## config.mk

```make
export PLATFORM = sky130hd
export DESIGN_NAME = switch_allocator_flat
export DESIGN_NICKNAME = d
export VERILOG_FILES = /design/src/rtl/switch_pkg.sv /design/src/rtl/switch_allocator_if.sv /design/src/rtl/rr_arbiter.sv /design/src/rtl/switch_allocator.sv /design/src/flat_wrapper.sv
export SDC_FILE = /design/constraint.sdc
export NUM_CORES = 1
export LEC_CHECK = 0
export BUFFER_PORTS_ARGS = -buffer_cell sky130_fd_sc_hd__buf_2
export CORE_MARGIN = 1.5
export CORE_UTILIZATION = 50
export DETAILED_ROUTE_END_ITERATION = 8
export PLACE_DENSITY_LB_ADDON = 0.2
export SLEW_MARGIN = 5
export SYNTH_ARGS = -nofsm -noshare
export SYNTH_HDL_FRONTEND = slang
export SYNTH_SLANG_ARGS = --single-unit
```

## constraint.sdc

```tcl
create_clock -name clk -period 2.2 [get_ports clk]
set_clock_uncertainty 0.2 [all_clocks]
set_input_delay 0.22 -clock clk [delete_from_list [all_inputs] [get_ports clk]]
set_output_delay 0.22 -clock clk [all_outputs]
set_load 0.01 [all_outputs]
```

## src/rtl/switch_pkg.sv

```systemverilog
// Shared types and helpers for the switch allocator.
//   alloc_state_t : per-output allocation state (IDLE / BUSY)
//   sel_width(n)  : index width for n ports, at least one bit even when n == 1
package switch_pkg;

  typedef enum logic {
    IDLE = 1'b0,
    BUSY = 1'b1
  } alloc_state_t;

  function automatic int unsigned sel_width(input int unsigned n);
    return $clog2(n) + ((n == 1) ? 1 : 0);
  endfunction

endpackage

```

## src/rtl/switch_allocator_if.sv

```systemverilog
// Request / crossbar-control bundle between the input ports, the allocator and the crossbar.
//   req_valid   : input i has a packet at its head
//   req_dest    : destination output of input i's head packet
//   packet_sent : crossbar finished the packet on output o (1-cycle pulse)
//   sel, enable : crossbar select / enable per output
//   in_granted  : input i currently owns an output
//   timeout_err : forced-release pulse per output
// Modports: master = request/crossbar side, slave = allocator.
interface switch_allocator_if
  import switch_pkg::*;
#(
  parameter int unsigned NUM_IN  = 4,
  parameter int unsigned NUM_OUT = 4
);
  localparam int unsigned SELECT_SIZE = sel_width(NUM_IN);
  localparam int unsigned OUT_SIZE    = sel_width(NUM_OUT);

  logic [NUM_IN-1:0]                   req_valid;
  logic [NUM_IN-1:0][OUT_SIZE-1:0]     req_dest;
  logic [NUM_OUT-1:0]                  packet_sent;
  logic [NUM_OUT-1:0][SELECT_SIZE-1:0] sel;
  logic [NUM_OUT-1:0]                  enable;
  logic [NUM_IN-1:0]                   in_granted;
  logic [NUM_OUT-1:0]                  timeout_err;

  modport master (
    output req_valid, req_dest, packet_sent,
    input  sel, enable, in_granted, timeout_err
  );

  modport slave (
    input  req_valid, req_dest, packet_sent,
    output sel, enable, in_granted, timeout_err
  );

endinterface

```

## src/rtl/rr_arbiter.sv

```systemverilog
// Combinational round-robin pick: first asserted req at or after ptr, wrapping.
//   req         : request vector
//   ptr         : highest-priority index
//   grant_valid : at least one request present
//   grant_idx   : index of the winner (0 when none)
module rr_arbiter
  import switch_pkg::*;
#(
  parameter int unsigned N = 4,
  parameter int unsigned W = sel_width(N)
) (
  input  logic [N-1:0] req,
  input  logic [W-1:0] ptr,
  output logic         grant_valid,
  output logic [W-1:0] grant_idx
);

  int unsigned idx;

  // Scan from the farthest candidate back to ptr so the closest one wins.
  always_comb begin
    grant_valid = 1'b0;
    grant_idx   = '0;
    idx         = 0;
    for (int k = int'(N) - 1; k >= 0; k--) begin
      idx = (32'(ptr) + 32'(k)) % N;
      if (req[idx]) begin
        grant_valid = 1'b1;
        grant_idx   = W'(idx);
      end
    end
  end

endmodule

```

## src/rtl/switch_allocator.sv

```systemverilog
// Per-output allocator for the switch crossbar. Each output runs its own
// IDLE/BUSY FSM with a round-robin arbiter over eligible inputs, holds the
// grant until packet_sent, and then releases it.
//   clk, rst : clock, synchronous active-high reset
//   bus      : switch_allocator_if.slave (requests in, crossbar control out)
// Optional feature: define SWITCH_ALLOC_TIMEOUT_EN to force release of an
// output that stays BUSY for TIMEOUT cycles, pulsing timeout_err.
module switch_allocator
  import switch_pkg::*;
#(
  parameter int unsigned NUM_IN  = 4,
  parameter int unsigned NUM_OUT = 4,
  parameter int unsigned TIMEOUT = 1024
) (
  input  logic                clk,
  input  logic                rst,
  switch_allocator_if.slave   bus
);

  localparam int unsigned SELECT_SIZE = sel_width(NUM_IN);
  localparam int unsigned OUT_SIZE    = sel_width(NUM_OUT);

  alloc_state_t state_q [NUM_OUT];
  alloc_state_t state_d [NUM_OUT];

  logic [NUM_OUT-1:0][SELECT_SIZE-1:0] sel_q, sel_d;
  logic [NUM_OUT-1:0][SELECT_SIZE-1:0] ptr_q, ptr_d;
  logic [NUM_OUT-1:0]                  enable_q, enable_d;
  logic [NUM_IN-1:0]                   in_granted_q, in_granted_d;

  logic [NUM_OUT-1:0][NUM_IN-1:0]      elig_c;
  logic [NUM_OUT-1:0]                  grant_valid_c;
  logic [NUM_OUT-1:0][SELECT_SIZE-1:0] grant_idx_c;
  logic [NUM_OUT-1:0]                  timeout_c;
  logic [NUM_OUT-1:0]                  release_c;

  // Eligible: valid, addressed to this output, and not already holding a grant.
  // Out-of-range destinations match no output and are dropped naturally.
  always_comb begin
    elig_c = '0;
    for (int o = 0; o < int'(NUM_OUT); o++) begin
      for (int i = 0; i < int'(NUM_IN); i++) begin
        elig_c[o][i] = bus.req_valid[i] && (bus.req_dest[i] == OUT_SIZE'(o)) && !in_granted_q[i];
      end
    end
  end

  for (genvar o = 0; o < int'(NUM_OUT); o++) begin : g_arb
    rr_arbiter #(
      .N (NUM_IN),
      .W (SELECT_SIZE)
    ) u_arb (
      .req         (elig_c[o]),
      .ptr         (ptr_q[o]),
      .grant_valid (grant_valid_c[o]),
      .grant_idx   (grant_idx_c[o])
    );
  end

`ifdef SWITCH_ALLOC_TIMEOUT_EN
  localparam int unsigned CNT_W = $clog2(TIMEOUT + 1);

  logic [NUM_OUT-1:0][CNT_W-1:0] cnt_q, cnt_d;
  logic [NUM_OUT-1:0]            timeout_err_q, timeout_err_d;

  // Counter holds the number of BUSY cycles already completed; the current
  // cycle is the TIMEOUT-th when it reads TIMEOUT-1. packet_sent wins.
  always_comb begin
    timeout_c     = '0;
    cnt_d         = cnt_q;
    timeout_err_d = '0;
    for (int o = 0; o < int'(NUM_OUT); o++) begin
      timeout_c[o] = (state_q[o] == BUSY) && !bus.packet_sent[o] &&
                     (cnt_q[o] == CNT_W'(TIMEOUT - 1));
      if (state_q[o] != BUSY || bus.packet_sent[o] || timeout_c[o]) begin
        cnt_d[o] = '0;
      end else begin
        cnt_d[o] = cnt_q[o] + CNT_W'(1);
      end
      timeout_err_d[o] = timeout_c[o];
    end
  end

  always_ff @(posedge clk) begin
    if (rst) begin
      cnt_q         <= '0;
      timeout_err_q <= '0;
    end else begin
      cnt_q         <= cnt_d;
      timeout_err_q <= timeout_err_d;
    end
  end

  assign bus.timeout_err = timeout_err_q;
`else
  assign timeout_c       = '0;
  assign bus.timeout_err = '0;
`endif

  always_comb begin
    release_c = '0;
    for (int o = 0; o < int'(NUM_OUT); o++) begin
      release_c[o] = (state_q[o] == BUSY) && (bus.packet_sent[o] || timeout_c[o]);
    end
  end

  // State register.
  always_ff @(posedge clk) begin
    if (rst) begin
      state_q <= '{default: IDLE};
    end else begin
      state_q <= state_d;
    end
  end

  // Next-state logic.
  always_comb begin
    state_d = state_q;
    for (int o = 0; o < int'(NUM_OUT); o++) begin
      case (state_q[o])
        IDLE:    if (grant_valid_c[o]) state_d[o] = BUSY;
        BUSY:    if (release_c[o])     state_d[o] = IDLE;
        default: state_d[o] = IDLE;
      endcase
    end
  end

  // Output / datapath next values. sel keeps its last value on release.
  always_comb begin
    sel_d        = sel_q;
    ptr_d        = ptr_q;
    enable_d     = enable_q;
    in_granted_d = in_granted_q;
    for (int o = 0; o < int'(NUM_OUT); o++) begin
      if (state_q[o] == IDLE && grant_valid_c[o]) begin
        sel_d[o]    = grant_idx_c[o];
        enable_d[o] = 1'b1;
        ptr_d[o]    = (grant_idx_c[o] == SELECT_SIZE'(NUM_IN - 1)) ?
                      '0 : grant_idx_c[o] + SELECT_SIZE'(1);
        for (int i = 0; i < int'(NUM_IN); i++) begin
          if (grant_idx_c[o] == SELECT_SIZE'(i)) in_granted_d[i] = 1'b1;
        end
      end else if (release_c[o]) begin
        enable_d[o] = 1'b0;
        for (int i = 0; i < int'(NUM_IN); i++) begin
          if (sel_q[o] == SELECT_SIZE'(i)) in_granted_d[i] = 1'b0;
        end
      end
    end
  end

  always_ff @(posedge clk) begin
    if (rst) begin
      sel_q        <= '0;
      ptr_q        <= '0;
      enable_q     <= '0;
      in_granted_q <= '0;
    end else begin
      sel_q        <= sel_d;
      ptr_q        <= ptr_d;
      enable_q     <= enable_d;
      in_granted_q <= in_granted_d;
    end
  end

  assign bus.sel        = sel_q;
  assign bus.enable     = enable_q;
  assign bus.in_granted = in_granted_q;

endmodule

```

## src/flat_wrapper.sv

```systemverilog
// flat-port wrapper written by rule: the top's interface ports become plain ports
module switch_allocator_flat import switch_pkg::*;
#(
  parameter int unsigned NUM_IN  = 4,
  parameter int unsigned NUM_OUT = 4,
  parameter int unsigned TIMEOUT = 1024
)
  (clk, rst, bus_req_valid, bus_req_dest, bus_packet_sent, bus_sel, bus_enable, bus_in_granted, bus_timeout_err);
  switch_allocator_if #(.NUM_IN(NUM_IN), .NUM_OUT(NUM_OUT)) bus_i ();
  input  logic clk;
  input  logic rst;
  input wire logic [$bits(bus_i.req_valid)-1:0] bus_req_valid;
  input wire logic [$bits(bus_i.req_dest)-1:0] bus_req_dest;
  input wire logic [$bits(bus_i.packet_sent)-1:0] bus_packet_sent;
  output wire logic [$bits(bus_i.sel)-1:0] bus_sel;
  output wire logic [$bits(bus_i.enable)-1:0] bus_enable;
  output wire logic [$bits(bus_i.in_granted)-1:0] bus_in_granted;
  output wire logic [$bits(bus_i.timeout_err)-1:0] bus_timeout_err;
  assign bus_i.req_valid = bus_req_valid;
  assign bus_i.req_dest = bus_req_dest;
  assign bus_i.packet_sent = bus_packet_sent;
  assign bus_sel = bus_i.sel;
  assign bus_enable = bus_i.enable;
  assign bus_in_granted = bus_i.in_granted;
  assign bus_timeout_err = bus_i.timeout_err;
  switch_allocator #(.NUM_IN(NUM_IN), .NUM_OUT(NUM_OUT), .TIMEOUT(TIMEOUT)) u_core (.clk(clk), .rst(rst), .bus(bus_i));
endmodule
```

# After elaboration in Yosys (flattened, before gate mapping)
# Cells that the tools add are included.
# Widths: inputs -> output; s select.
[classes]
add_sub_neg = 16
order_cmp = 16
eq_ne = 36
mux = 128
bitwise_logic = 4
n_reduce_logical = 60
[op_table]
columns = ["operator", "count"]
rows = [
  ["$mux 1", 80],
  ["$eq 2x2->1 const B", 24],
  ["$lt 2x3->1 const B", 16],
  ["$logic_and 1x1->1", 40],
  ["$mux 2", 20],
  ["$bmux 1 s2", 16],
  ["$mux 4", 8],
  ["$eq 2x1->1 const B", 12],
  ["$logic_not 2->1", 12],
  ["$add 2x1->2 const B", 8],
  ["$add 2x2->2 const B", 8],
  ["$pmux 1 s2", 4],
  ["$reduce_bool 2->1", 4],
  ["$logic_not 1->1", 4],
  ["$not 1->1", 4],
]
[totals]
ff_bits = 28
in_bits = 18
out_inout_bits = 20
wordCells = 277

# Longest topological paths before layout
# Gate-level depths: netlist of run 1.
[logic_depth]
ltp_word = 21
mapped_depth = 9
ltp_nobuf = 9

# Cells and area by module
# From an unflattened synthesis of run 1, not the netlist that was laid out.
[unflattened]
hier_cells = 249
area_unflattened_um2 = 1929.4
[modules_own_cells]
columns = ["mod", "instances", "cells_each", "area_per_inst_um2", "seq_area_each_um2"]
rows = [
  ["switch_allocator", 1, 197, 1619.1, 560.5],
  ["rr_arbiter", 4, 13, 77.6, 0.0],
]

# Worst setup path before layout of run 1
# Ideal clock, no wire load.
[synth_path]
path_type = "flip-flop to flip-flop"
start = "reg u_core.in_granted_q[2] (netlist: u_core.bus.in_granted[2])"
end = "reg u_core.in_granted_q[0] (netlist: u_core.bus.in_granted[0])"
setup_ns = 0.126
arrival_ns = 2.147
required_ns = 1.874
path_slack_ns = -0.272
path_stages_with_launch = 9
path_buffers = 0
period_less_slack_ns = 2.472
cell_sequence = "dfxtp_1 or4b_1 a211oi_1 o32a_1 inv_1 ha_1 a22o_1 a222oi_1 o21ai_1"
[synth_via]
elab_chain_cells = 20
word_cells_on_any_way = 91
classes_between = "mux (78); reduce/logical (13)"
[synth_rtl]
columns = ["item", "line_no", "text"]
rows = [
  ["start, declared", "switch_allocator.sv:29", "logic [NUM_IN-1:0] in_granted_q, in_granted_d;"],
  ["start signal, assigned", "switch_allocator.sv:162", "in_granted_q <= in_granted_d;"],
  ["$logic_not 1->1 (*)", "switch_allocator.sv:43", "elig_c[o][i] = bus.req_valid[i] && (bus.req_dest[i] == OUT_SIZE'(o)) && !in_granted_q[i];"],
  ["$logic_and 1x1->1 (*)", "switch_allocator.sv:43", ""],
  ["$bmux 1 s2", "rr_arbiter.sv:27", "if (req[idx]) begin"],
  ["$mux 1 (not written as such)", "rr_arbiter.sv:27", ""],
  ["$mux 2 (3 in series)", "rr_arbiter.sv:27", ""],
  ["$mux 2 (*)", "rr_arbiter.sv:27", ""],
  ["net u_core.g_arb[0].u_arb.grant_idx[1]", "rr_arbiter.sv:15", "output logic [W-1:0] grant_idx"],
  ["$logic_not 2->1 (*)", "switch_allocator.sv:141", "if (grant_idx_c[o] == SELECT_SIZE'(i)) in_granted_d[i] = 1'b1;"],
  ["(+3 left out)", "-", ""],
  ["$mux 4", "switch_allocator.sv:143", "end else if (release_c[o]) begin"],
  ["$mux 4 (*)", "switch_allocator.sv:135", "if (state_q[o] == IDLE && grant_valid_c[o]) begin"],
  ["$mux 1", "switch_allocator.sv:146", "if (sel_q[o] == SELECT_SIZE'(i)) in_granted_d[i] = 1'b0;"],
  ["$mux 4", "switch_allocator.sv:143", ""],
  ["$mux 4 (*)", "switch_allocator.sv:135", ""],
  ["$mux 1", "switch_allocator.sv:146", ""],
  ["$mux 4", "switch_allocator.sv:143", ""],
  ["$mux 4 (*)", "switch_allocator.sv:135", ""],
]
# The timed path passes the listed nets; every way through them passes the cells marked *. The select of a mux whose other input is x is not followed.
# A chain may end at the register's enable or synchronous reset.

# Final worst setup path of run 1
[layout_path]
start = "reg u_core.in_granted_q[2] (netlist: u_core.bus.in_granted[2])"
end = "reg u_core.in_granted_q[3] (netlist: u_core.bus.in_granted[3])"
[layout_via]
word_cells_on_any_way = 91
classes_between = "eq/ne (4); mux (78); reduce/logical (9)"
[layout_lines]
columns = ["item", "line_no"]
rows = [
  ["$logic_not 1->1 (*)", "switch_allocator.sv:43"],
  ["$logic_and 1x1->1 (*)", "switch_allocator.sv:43"],
  ["$bmux 1 s2", "rr_arbiter.sv:27"],
  ["$mux 1 (not written as such)", "rr_arbiter.sv:27"],
  ["$mux 2 (3 in series)", "rr_arbiter.sv:27"],
  ["$mux 2 (*)", "rr_arbiter.sv:27"],
  ["net u_core.g_arb[1].u_arb.grant_idx[0]", "rr_arbiter.sv:15"],
  ["$eq 2x2->1 (*)", "switch_allocator.sv:141"],
  ["$mux 1 (*)", "switch_allocator.sv:141"],
  ["$mux 4 (*)", "switch_allocator.sv:135"],
  ["$mux 1", "switch_allocator.sv:146"],
  ["$mux 4", "switch_allocator.sv:143"],
  ["$mux 4 (*)", "switch_allocator.sv:135"],
  ["$mux 1", "switch_allocator.sv:146"],
  ["$mux 4", "switch_allocator.sv:143"],
  ["$mux 4 (*)", "switch_allocator.sv:135"],
]
# Marks and branches as above.

==> results_dict.tcl, run 1 <==
set metrics [dict create \
    clk_latency_ps 280 \
    fp.dieW_microns 66.5 \
    syn_area_per_cell_sq_um 8.55 \
    synth_edf_count 0 \
    num_vias 2179 \
    fmax_ghz 0.405 \
    start_util 0.535 \
    diodes 0 \
    h-tree-depth 1 \
    vdd_drop_max_mv 0.450 \
    cp.required_ps 2170 \
    crit_type "reg2reg" \
    layout.nets 353 \
    p_clk_frac 0.186 \
    postSynthRegisterBits 28 \
    final_common_cell "buf_4" \
    yosys_warnings 0 \
    drive_above_1_share 0.443 \
    grt_pass1_wl_microns 9010 \
    status "finished, violations left" \
    grt_max_degree 23 \
    fin_ws_ps -271 \
    hold_buffers 0 \
    setup_viol 8 \
    gr-usage-all-layers 0.266 \
    routed_via_density 5.95 \
    antenna_found_initial 0 \
    netlist_area_sq_um 2020 \
    violations "setup timing" \
    placedCellCount 350 \
    first_iter_violations 183 \
    powerDensity_nw_per_um2 602 \
    rsz0062_at_grt "true" \
    p_seq_frac 0.379 \
    timing.final.crit_share 1.12 \
    switching_share 0.356 \
    p_int_uw 1120 \
    first_global_vias 1868 \
    cts-root-buf "clkbuf_8" \
    tns_ps -1290 \
    io_pins 38 \
    numCtsBuffers 3 \
    port_buffers 33 \
    clk_pin_slew_ps 100 \
    netlist_instances 236 \
    postLayoutCoreUtil 0.769 \
    numClockSinks 28 \
    yosysSeqAreaShare 0.278 \
    worst_pin_slew_ps 570 \
    slew_headroom 0.617 \
    cts_tree "yes" \
    final_cell_count_no_fill 366 \
    overflow 0 \
    yosys.cell_types.count 56 \
    avgRoutedWirePerCell_microns 16.6 \
    worstSetupEndpointType "flip-flop" \
    slew_violations 0 \
    dieArea_sq_um 4420 \
    total_power_uw 1740 \
    crit_fanout 6 \
    area_growth_pct 43.8 \
    cap_violations 0 \
    layout_common_cells "buf_4, buf_2, dfxtp_1, nand2_1, nor2_1" \
    die_y_microns 66.5 \
    startpoint_type "flip-flop" \
    drt-pass1-iter-count 4 \
    p_leak_uw 0.00125 \
    ys_async_sr_fraction 0 \
    yosys_most_used_dff "dfxtp_1" \
    cts_buffer_depth 2 \
    hold_violations 0 \
    switchingPower_uw 622 \
    core-area_sq_um 3770 \
    gp_routability_congestion 0.889 \
    hpwl_microns 4280 \
    min_period_ps 2470 \
    p_comb_frac 0.435 \
    synthDominantCellAreaShare 0.278 \
    ys_top_cells_by_area "dfxtp_1, ha_1, a211oi_1, nand2_1, nor2_1" \
    worst-endpoint-arrival_ps 2440 \
    hold_slack_ps 107 \
    min_path_type "in2reg" \
    rows 22 \
    synth.largest_area_cell "dfxtp_1" \
    routed_wl_microns 6070 \
    postRouteAntennaNets 0 \
    drc_errors 0 \
]
[final timing paths]
path	slack [ps]	end	cells after the start	from
max reg2reg	-270	u_core.bus.in_granted[3]	10	u_core.bus.in_granted[2]
min	110	u_core.state_q[2]	3	bus_packet_sent[1]
max	-270	u_core.bus.in_granted[3]	10	u_core.bus.in_granted[2]
min reg2reg	260	u_core.bus.enable[3]	2	u_core.bus.enable[3]
[registers in the layout (all words and copies together) (netlist names)]
register	count
u_core.ptr_q	8
u_core.state_q	4
u_core.bus.enable	4
u_core.bus.in_granted	4
u_core.bus.sel	8
[power by group through the flow]
stage | clock [uW] | combinational (uW) | sequential, uW
finish | 325 | 758 | 661
global route | 350 | 817 | 671
CTS | 329 | 673 | 654
detailed placement | 0 | 607 | 659
global placement | 0 | 598 | 657
floorplan | 0 | 337 | 665
[synthesized netlist by cell type (5+ instances only)]
cell / n
nor2_1: 19
dfxtp_1: 28
nor3_1: 6
inv_1: 17
a211oi_1: 11
o21ai_0: 7
mux2i_1: 5
ha_1: 16
buf_4: 5
a21oi_1: 13
nand4b_1: 7
nand3_1: 6
nand2_1: 20
[worst max-delay path, stage by stage, from the launching register on]
cell and delay [ps]:
dfxtp_4 380, buf_4 130, buf_6 110, or4bb_4 540, nor2_2 130, o21ba_2 150, a211oi_2 50, buf_4 180
ha_4 160, a211oi_4 230, o21ai_1 100
[cell families (layout without fill, tap and decap cells)]
kind of cell / count (synthesis) / in the layout / share of synthesized area
buf+inv: 28 / 107 / 0.0658
other cells: 1 / 4 / 0.00186
mux: 5 / 5 / 0.0248
simple gates: 94 / 94 / 0.297
compound gates: 64 / 64 / 0.234
flops: 28 / 28 / 0.278
fa+ha+maj: 16 / 16 / 0.0993
[area by class of cell]
class	instances	area, sq um
clock buffers	4	55.1
fillers	276	871
inverters	17	63.8
multi-input cells	183	1570
flip-flops and latches	28	573
well taps	48	60.1
repair buffers	86	578
[metrics by stage]
step	setup slack (ps)	cell area [sq um]
floorplan	-77.3	2060
global placement	-363	2520
detailed placement	-419	2520
CTS	-197	2740
global route	-310	2900
finish	-271	2900
[per-layer routing]
| metal | GRT usage | share of wire | vias up |
|---|---|---|---|
| met3 | 0.0220 | 0.057 | 11 |
| met1 | 0.386 | 0.47 | 1026 |
| met4 | 0.0740 | 0.021 | 0 |
| met2 | 0.421 | 0.46 | 81 |
| li1 | - | - | 1061 |
| met5 | 0 | 0 | - |
[what timing repair did]
action,4_1_cts,5_1_grt
endpoints found under the setup margin,8,10
resized for setup,26,28
pin swaps,16,8
setup buffers,8,4
Note: power is estimated with default switching activity, not from simulation.
==> inputs of run 2 (changes only) <==
--- a/config.mk
+++ b/config.mk
@@ -10,6 +10,7 @@
 export CORE_UTILIZATION = 50
 export DETAILED_ROUTE_END_ITERATION = 8
 export PLACE_DENSITY_LB_ADDON = 0.2
+export SETUP_SLACK_MARGIN = 0.2
 export SLEW_MARGIN = 5
 export SYNTH_ARGS = -nofsm -noshare
 export SYNTH_HDL_FRONTEND = slang
==> run 2 against run 1 <==
Against the previous run: the flow still finishes with violations (setup timing); die area unchanged; combinational power up 5.0%; sequential share of layout area down 0.56 points; clock-buffer cell count unchanged; sequential power up 2%; non-clock buffer count up 8; utilization up 2.6 points; power up 3.2%; design area up 3.4%; routed wire length up 5.0%; critical endpoint is now u_core.bus.in_granted[2].
==> results_dict.tcl, run 2 (same netlist as run 1, synthesis figures left out) <==
set metrics [dict create \
    status "finished, violations left" \
    violations "setup timing" \
    rr_startpoint "u_core.bus.in_granted[1]" \
    overflow 0 \
    startpoint_type "flip-flop" \
    cp.required_ps 2160 \
    diodes 0 \
    vdd_drop_max_mv 0.469 \
    cts-root-buf "clkbuf_8" \
    postRouteAntennaNets 0 \
    dieArea_sq_um 4420 \
    h-tree-depth 1 \
    setup_viol 5 \
    avgRoutedWirePerCell_microns 17.0 \
    preCtsSetupSlack_ps -277 \
    crit_type "reg2reg" \
    numClockSinks 28 \
    grt_pass1_wl_microns 9380 \
    final_area_sq_um 3000 \
    port_buffers 33 \
    drive_above_1_share 0.466 \
    core-area_sq_um 3770 \
    worstSetupEndpointType "flip-flop" \
    final_cell_count_no_fill 374 \
    p_int_uw 1160 \
    first_iter_violations 187 \
    crit_fanout 6 \
    routed_via_density 6.05 \
    powerDensity_nw_per_um2 601 \
    p_seq_frac 0.375 \
    drc_errors 0 \
    slew_headroom 0.618 \
    drt-pass1-iter-count 6 \
    hpwl_microns 4120 \
    die_y_microns 66.5 \
    switchingPower_uw 646 \
    gp_routability_congestion 0.876 \
    switching_share 0.359 \
    p_comb_frac 0.442 \
    r2r_cells 10 \
    placedCellCount 347 \
    fp.dieW_microns 66.5 \
    hold_violations 0 \
    first_global_vias 1983 \
    cts_tree "yes" \
    postLayoutCoreUtil 0.795 \
    p_leak_uw 0.00130 \
    gr-usage-all-layers 0.279 \
    grt_max_degree 23 \
    start_util 0.535 \
    io_pins 38 \
    min_from "bus_packet_sent[1]" \
    hold-path-endpoint "u_core.state_q[2]" \
    hold_buffers 0 \
    worst-endpoint-arrival_ps 2370 \
    timing.final.crit_share 1.10 \
    holdPathStages 3 \
    worst_pin_slew_ps 568 \
    numCtsBuffers 3 \
    area_growth_pct 48.6 \
    final_common_cell "buf_4" \
    clk_latency_ps 280 \
    num_vias 2263 \
    cts_buffer_depth 2 \
    rsz0062_at_grt "true" \
    fmax_ghz 0.415 \
    tns_ps -706 \
    min_period_ps 2410 \
    clk_pin_slew_ps 100 \
    slew_violations 0 \
    layout_common_cells "buf_4, buf_2, dfxtp_1, nand2_1, nor2_1" \
    layout.nets 361 \
    antenna_found_initial 0 \
    p_clk_frac 0.183 \
    min_path_type "in2reg" \
    rrSetupSlack_ps -210 \
    dpl_cell_area_sq_um 2540 \
    cap_violations 0 \
    r2r-end "u_core.bus.in_granted[2]" \
    fin_ws_ps -210 \
    routed_wl_microns 6370 \
    rows 22 \
    fill_cells 239 \
]
run 2: cell types whose count changed in the layout (fill, tap and decap cells not counted), sizes merged:
cell / delta
buf: +8
run 2: layout make-up:
type                    instances  area [sq um]  share of cell area
flip-flops and latches         28           576               0.192
multi-input cells             183          1580               0.527
clock buffers                   4          55.1              0.0184
well taps                      48          60.1              0.0200
inverters                      17          63.8              0.0213
repair buffers                 94           664               0.222
run 2: timing repair:
item,4_1_cts,5_1_grt
gates resized for setup,31,21
setup endpoints to repair,10,16
pin swaps,13,9
buffers inserted,10,13
run 2: worst max-delay path by stage:
stage                              from                  endpoint  slack, ps  depth (start not counted)
2_1_floorplan  u_core.bus.in_granted[2]  u_core.bus.in_granted[0]        -80                          8
4_1_cts        u_core.bus.in_granted[2]  u_core.bus.in_granted[1]       -160                          8
6_report       u_core.bus.in_granted[1]  u_core.bus.in_granted[2]       -210                         10
3_3_place_gp   u_core.bus.in_granted[1]  u_core.bus.in_granted[2]       -290                          8
3_5_place_dp   u_core.bus.in_granted[1]  u_core.bus.in_granted[2]       -280                          8
5_1_grt        u_core.bus.in_granted[2]  u_core.bus.in_granted[0]       -310                          8
run 2: metal layers:
metal,vias up,GRT usage,routed length (microns)
met5,-,0,0
met4,0,0.0842,95
met3,14,0.0338,440
met2,99,0.443,2940
met1,1074,0.394,2890
li1,1076,-,-
run 2: metrics by stage:
step / power, uW / hold WS, ps
floorplan: 1020 / 188
global route: 1900 / 122
CTS: 1680 / 106
detailed placement: 1270 / 247
finish: 1800 / 118
global placement: 1260 / 243
run 2: worst max-delay path, stage by stage, from the launching register on:
cell,delay [ps]
dfxtp_4,390
and4bb_2,370
buf_6,120
buf_6,90
a21oi_2,30
o32a_1,250
buf_4,170
ha_4,140
a32o_2,210
a211oi_2,200
a211oi_2,120
run 2: power groups by stage:
stage / clock, uW / sequential [uW] / combinational, uW
after detailed placement: 0 / 676 / 597
final: 329 / 676 / 796
after global placement: 0 / 672 / 588
after CTS: 327 / 665 / 685
after global routing: 356 / 687 / 853
after floorplan: 0 / 671 / 348
==> inputs of run 3 (changes only) <==
--- a/config.mk
+++ b/config.mk
@@ -5,9 +5,10 @@
 export SDC_FILE = /design/constraint.sdc
 export NUM_CORES = 1
 export LEC_CHECK = 0
+export ABC_AREA = 1
 export BUFFER_PORTS_ARGS = -buffer_cell sky130_fd_sc_hd__buf_2
 export CORE_MARGIN = 1.5
-export CORE_UTILIZATION = 50
+export CORE_UTILIZATION = 52
 export DETAILED_ROUTE_END_ITERATION = 8
 export PLACE_DENSITY_LB_ADDON = 0.2
 export SETUP_SLACK_MARGIN = 0.2
==> run 3 against run 2 <==
Against the previous run: the flow still finishes with violations (setup timing); non-clock buffer count grew 16; power increased to 2.7 times the previous value; clock power grew 2%; critical endpoint unchanged; highest routed layer unchanged.
==> results_dict.tcl, run 3 <==
set metrics [dict create \
    status "finished, violations left" \
    violations "setup timing" \
    yosys_warnings 0 \
    area_growth_pct 55.8 \
    hold_slack_ps 49.2 \
    rows 24 \
    clk_pin_slew_ps 110 \
    netlist_instances 392 \
    cap_violations 0 \
    first_global_vias 2686 \
    drc_errors 0 \
    core-area_sq_um 4380 \
    antenna_found_initial 0 \
    vdd_drop_max_mv 0.993 \
    overflow 0 \
    drive_above_1_share 0.460 \
    numClockSinks 28 \
    cp.required_ps 2170 \
    holdPathStages 4 \
    first_iter_violations 278 \
    avgRoutedWirePerCell_microns 15.4 \
    p_leak_uw 0.00190 \
    port_buffers 33 \
    ys_top_cells_by_area "dfxtp_1, nand2_1, inv_1, nand3_1, ha_1" \
    seqCellArea_sq_um 578 \
    layout_common_cells "nand2_1, buf_4, inv_1, buf_2, nand3_1" \
    yosysSeqAreaShare 0.234 \
    start_util 0.547 \
    final_common_cell "nand2_1" \
    rsz0062_at_grt "true" \
    worst_pin_slew_ps 534 \
    fp.dieW_microns 70.9 \
    layout.nets 537 \
    num_vias 3163 \
    postLayoutCoreUtil 0.852 \
    powerDensity_nw_per_um2 1320 \
    hold_violations 0 \
    cts_tree "yes" \
    diodes 0 \
    cp.depth 15 \
    worst-endpoint-arrival_ps 2510 \
    synthDominantCellAreaShare 0.234 \
    fill_cells 246 \
    dpl_cell_area_sq_um 3020 \
    yosys.cell_types.count 38 \
    grt_max_degree 17 \
    min_period_ps 2540 \
    ys_async_sr_fraction 0 \
    synth.largest_area_cell "dfxtp_1" \
    ys_top_cells_by_count "nand2_1, inv_1, nand3_1, nor2_1, dfxtp_1" \
    slew_headroom 0.643 \
    grt_pass1_wl_microns 11600 \
    min_path_type "in2reg" \
    cpMaxStageDelayCell "dfxtp_1" \
    tns_ps -1990 \
    dieArea_sq_um 5030 \
    postSynthRegisterBits 28 \
    postRouteAntennaNets 0 \
    fmax_ghz 0.393 \
    final_area_sq_um 3740 \
    h-tree-depth 1 \
    yosys_most_used_dff "dfxtp_1" \
    crit_type "reg2reg" \
    slew_violations 0 \
    total_power_uw 4930 \
    routed_via_density 5.71 \
    yosys.cell_count.top_type "nand2_1" \
    gr-usage-all-layers 0.283 \
    drt-pass1-iter-count 5 \
    cp_num_buf_inv 4 \
    die_y_microns 70.9 \
    netlist_area_sq_um 2400 \
    path_delay_family "simple AND/OR/NAND/NOR gates" \
    cts-root-buf "clkbuf_8" \
    numCtsBuffers 3 \
    synth_edf_count 0 \
    worstSetupEndpointType "flip-flop" \
    hpwl_microns 5180 \
    worst_path_most_repeated_cell "nand3_1" \
    multi_input_area_sq_um 1970 \
    io_pins 38 \
    crit_fanout 4 \
    gp_routability_congestion 0.955 \
    fin_ws_ps -343 \
    setup_viol 9 \
    r2r_cells 15 \
    syn_area_per_cell_sq_um 6.12 \
    routed_wl_microns 8540 \
    clk_latency_ps 280 \
    startpoint_type "flip-flop" \
    crit_chain "xor2_2 > inv_1 > buf_4 > nand3_1 > nand3_1 > nand2_1 > a21boi_1 > buf_4 > buf_4 > ha_1 > nand3b_1 > nand3_1 > nand3_1 > nand2_1 > a21oi_2" \
    slowest_delay_ps 480 \
    cts_buffer_depth 2 \
    timing.final.crit_share 1.16 \
]
run 3: cell types whose count changed in the layout (fill, tap and decap cells not counted), moves of 7 or more:
cell	before	now
nand4b_1	7	0
nand3_2	0	16
nand2_4	0	7
nand2_2	0	22
nor2_4	0	7
o21ai_1	4	12
inv_1	13	54
buf_4	50	66
nand3_1	6	28
inv_2	4	11
nand2_1	20	73
run 3: kinds of logic (layout without fill, tap and decap cells):
group,count (synthesis),after routing,synth area share
flip-flops,28,28,0.234
adder cells (fa/ha/maj),16,16,0.0835
buffers and inverters,78,185,0.132
AO/OA/AOI/OAI,67,67,0.164
other,1,4,0.00156
AND/OR/NAND/NOR,198,198,0.371
XOR/XNOR,4,4,0.0146
run 3: layout make-up:
class | count | area share
well taps | 52 | 0.0174
flip-flops and latches | 28 | 0.155
inverters | 71 | 0.0767
clock buffers | 4 | 0.0147
multi-input cells | 289 | 0.527
repair buffers | 110 | 0.210
run 3: metal layers:
layer	global-route usage	part of all wire	up-vias
met4	0.115	0.029	0
met2	0.486	0.51	168
met3	0.0228	0.064	28
met5	0	0	-
li1	-	-	1479
met1	0.368	0.39	1488
run 3: worst paths after layout:
kind	start	endpoint	slack (ps)
setup reg to reg	u_core.ptr_q[3]	u_core.bus.in_granted[2]	-340
hold reg to reg	u_core.bus.enable[0]	u_core.bus.enable[0]	290
hold / removal	bus_packet_sent[2]	u_core.state_q[1]	50
setup / recovery	u_core.ptr_q[3]	u_core.bus.in_granted[2]	-340
run 3: where the power goes:
group	internal [uW]	total, uW	switching [uW]
Sequential	717	938	221
Clock	161	334	174
Combinational	1600	3660	2060
run 3: what timing repair did:
action	in CTS	in global routing
hold buffers	0	0
buffers inserted	7	18
pin swaps	17	46
endpoints found under the hold margin	0	0
setup endpoints to repair	15	22
resized for setup	42	94
run 3: metrics by stage:
step,setup slack [ps],instances
5_1_grt,-479,554
2_1_floorplan,-97.5,395
3_5_place_dp,-267,525
4_1_cts,-195,536
3_3_place_gp,-226,525
6_report,-343,554
run 3: worst register-to-register path, stage by stage (launching register included):
cell	delay, ps
dfxtp_1	480
xor2_2	300
inv_1	120
buf_4	150
nand3_1	80
nand3_1	70
nand2_1	70
a21boi_1	70
buf_4	160
buf_4	130
ha_1	160
nand3b_1	150
nand3_1	90
nand3_1	90
nand2_1	70
a21oi_2	50
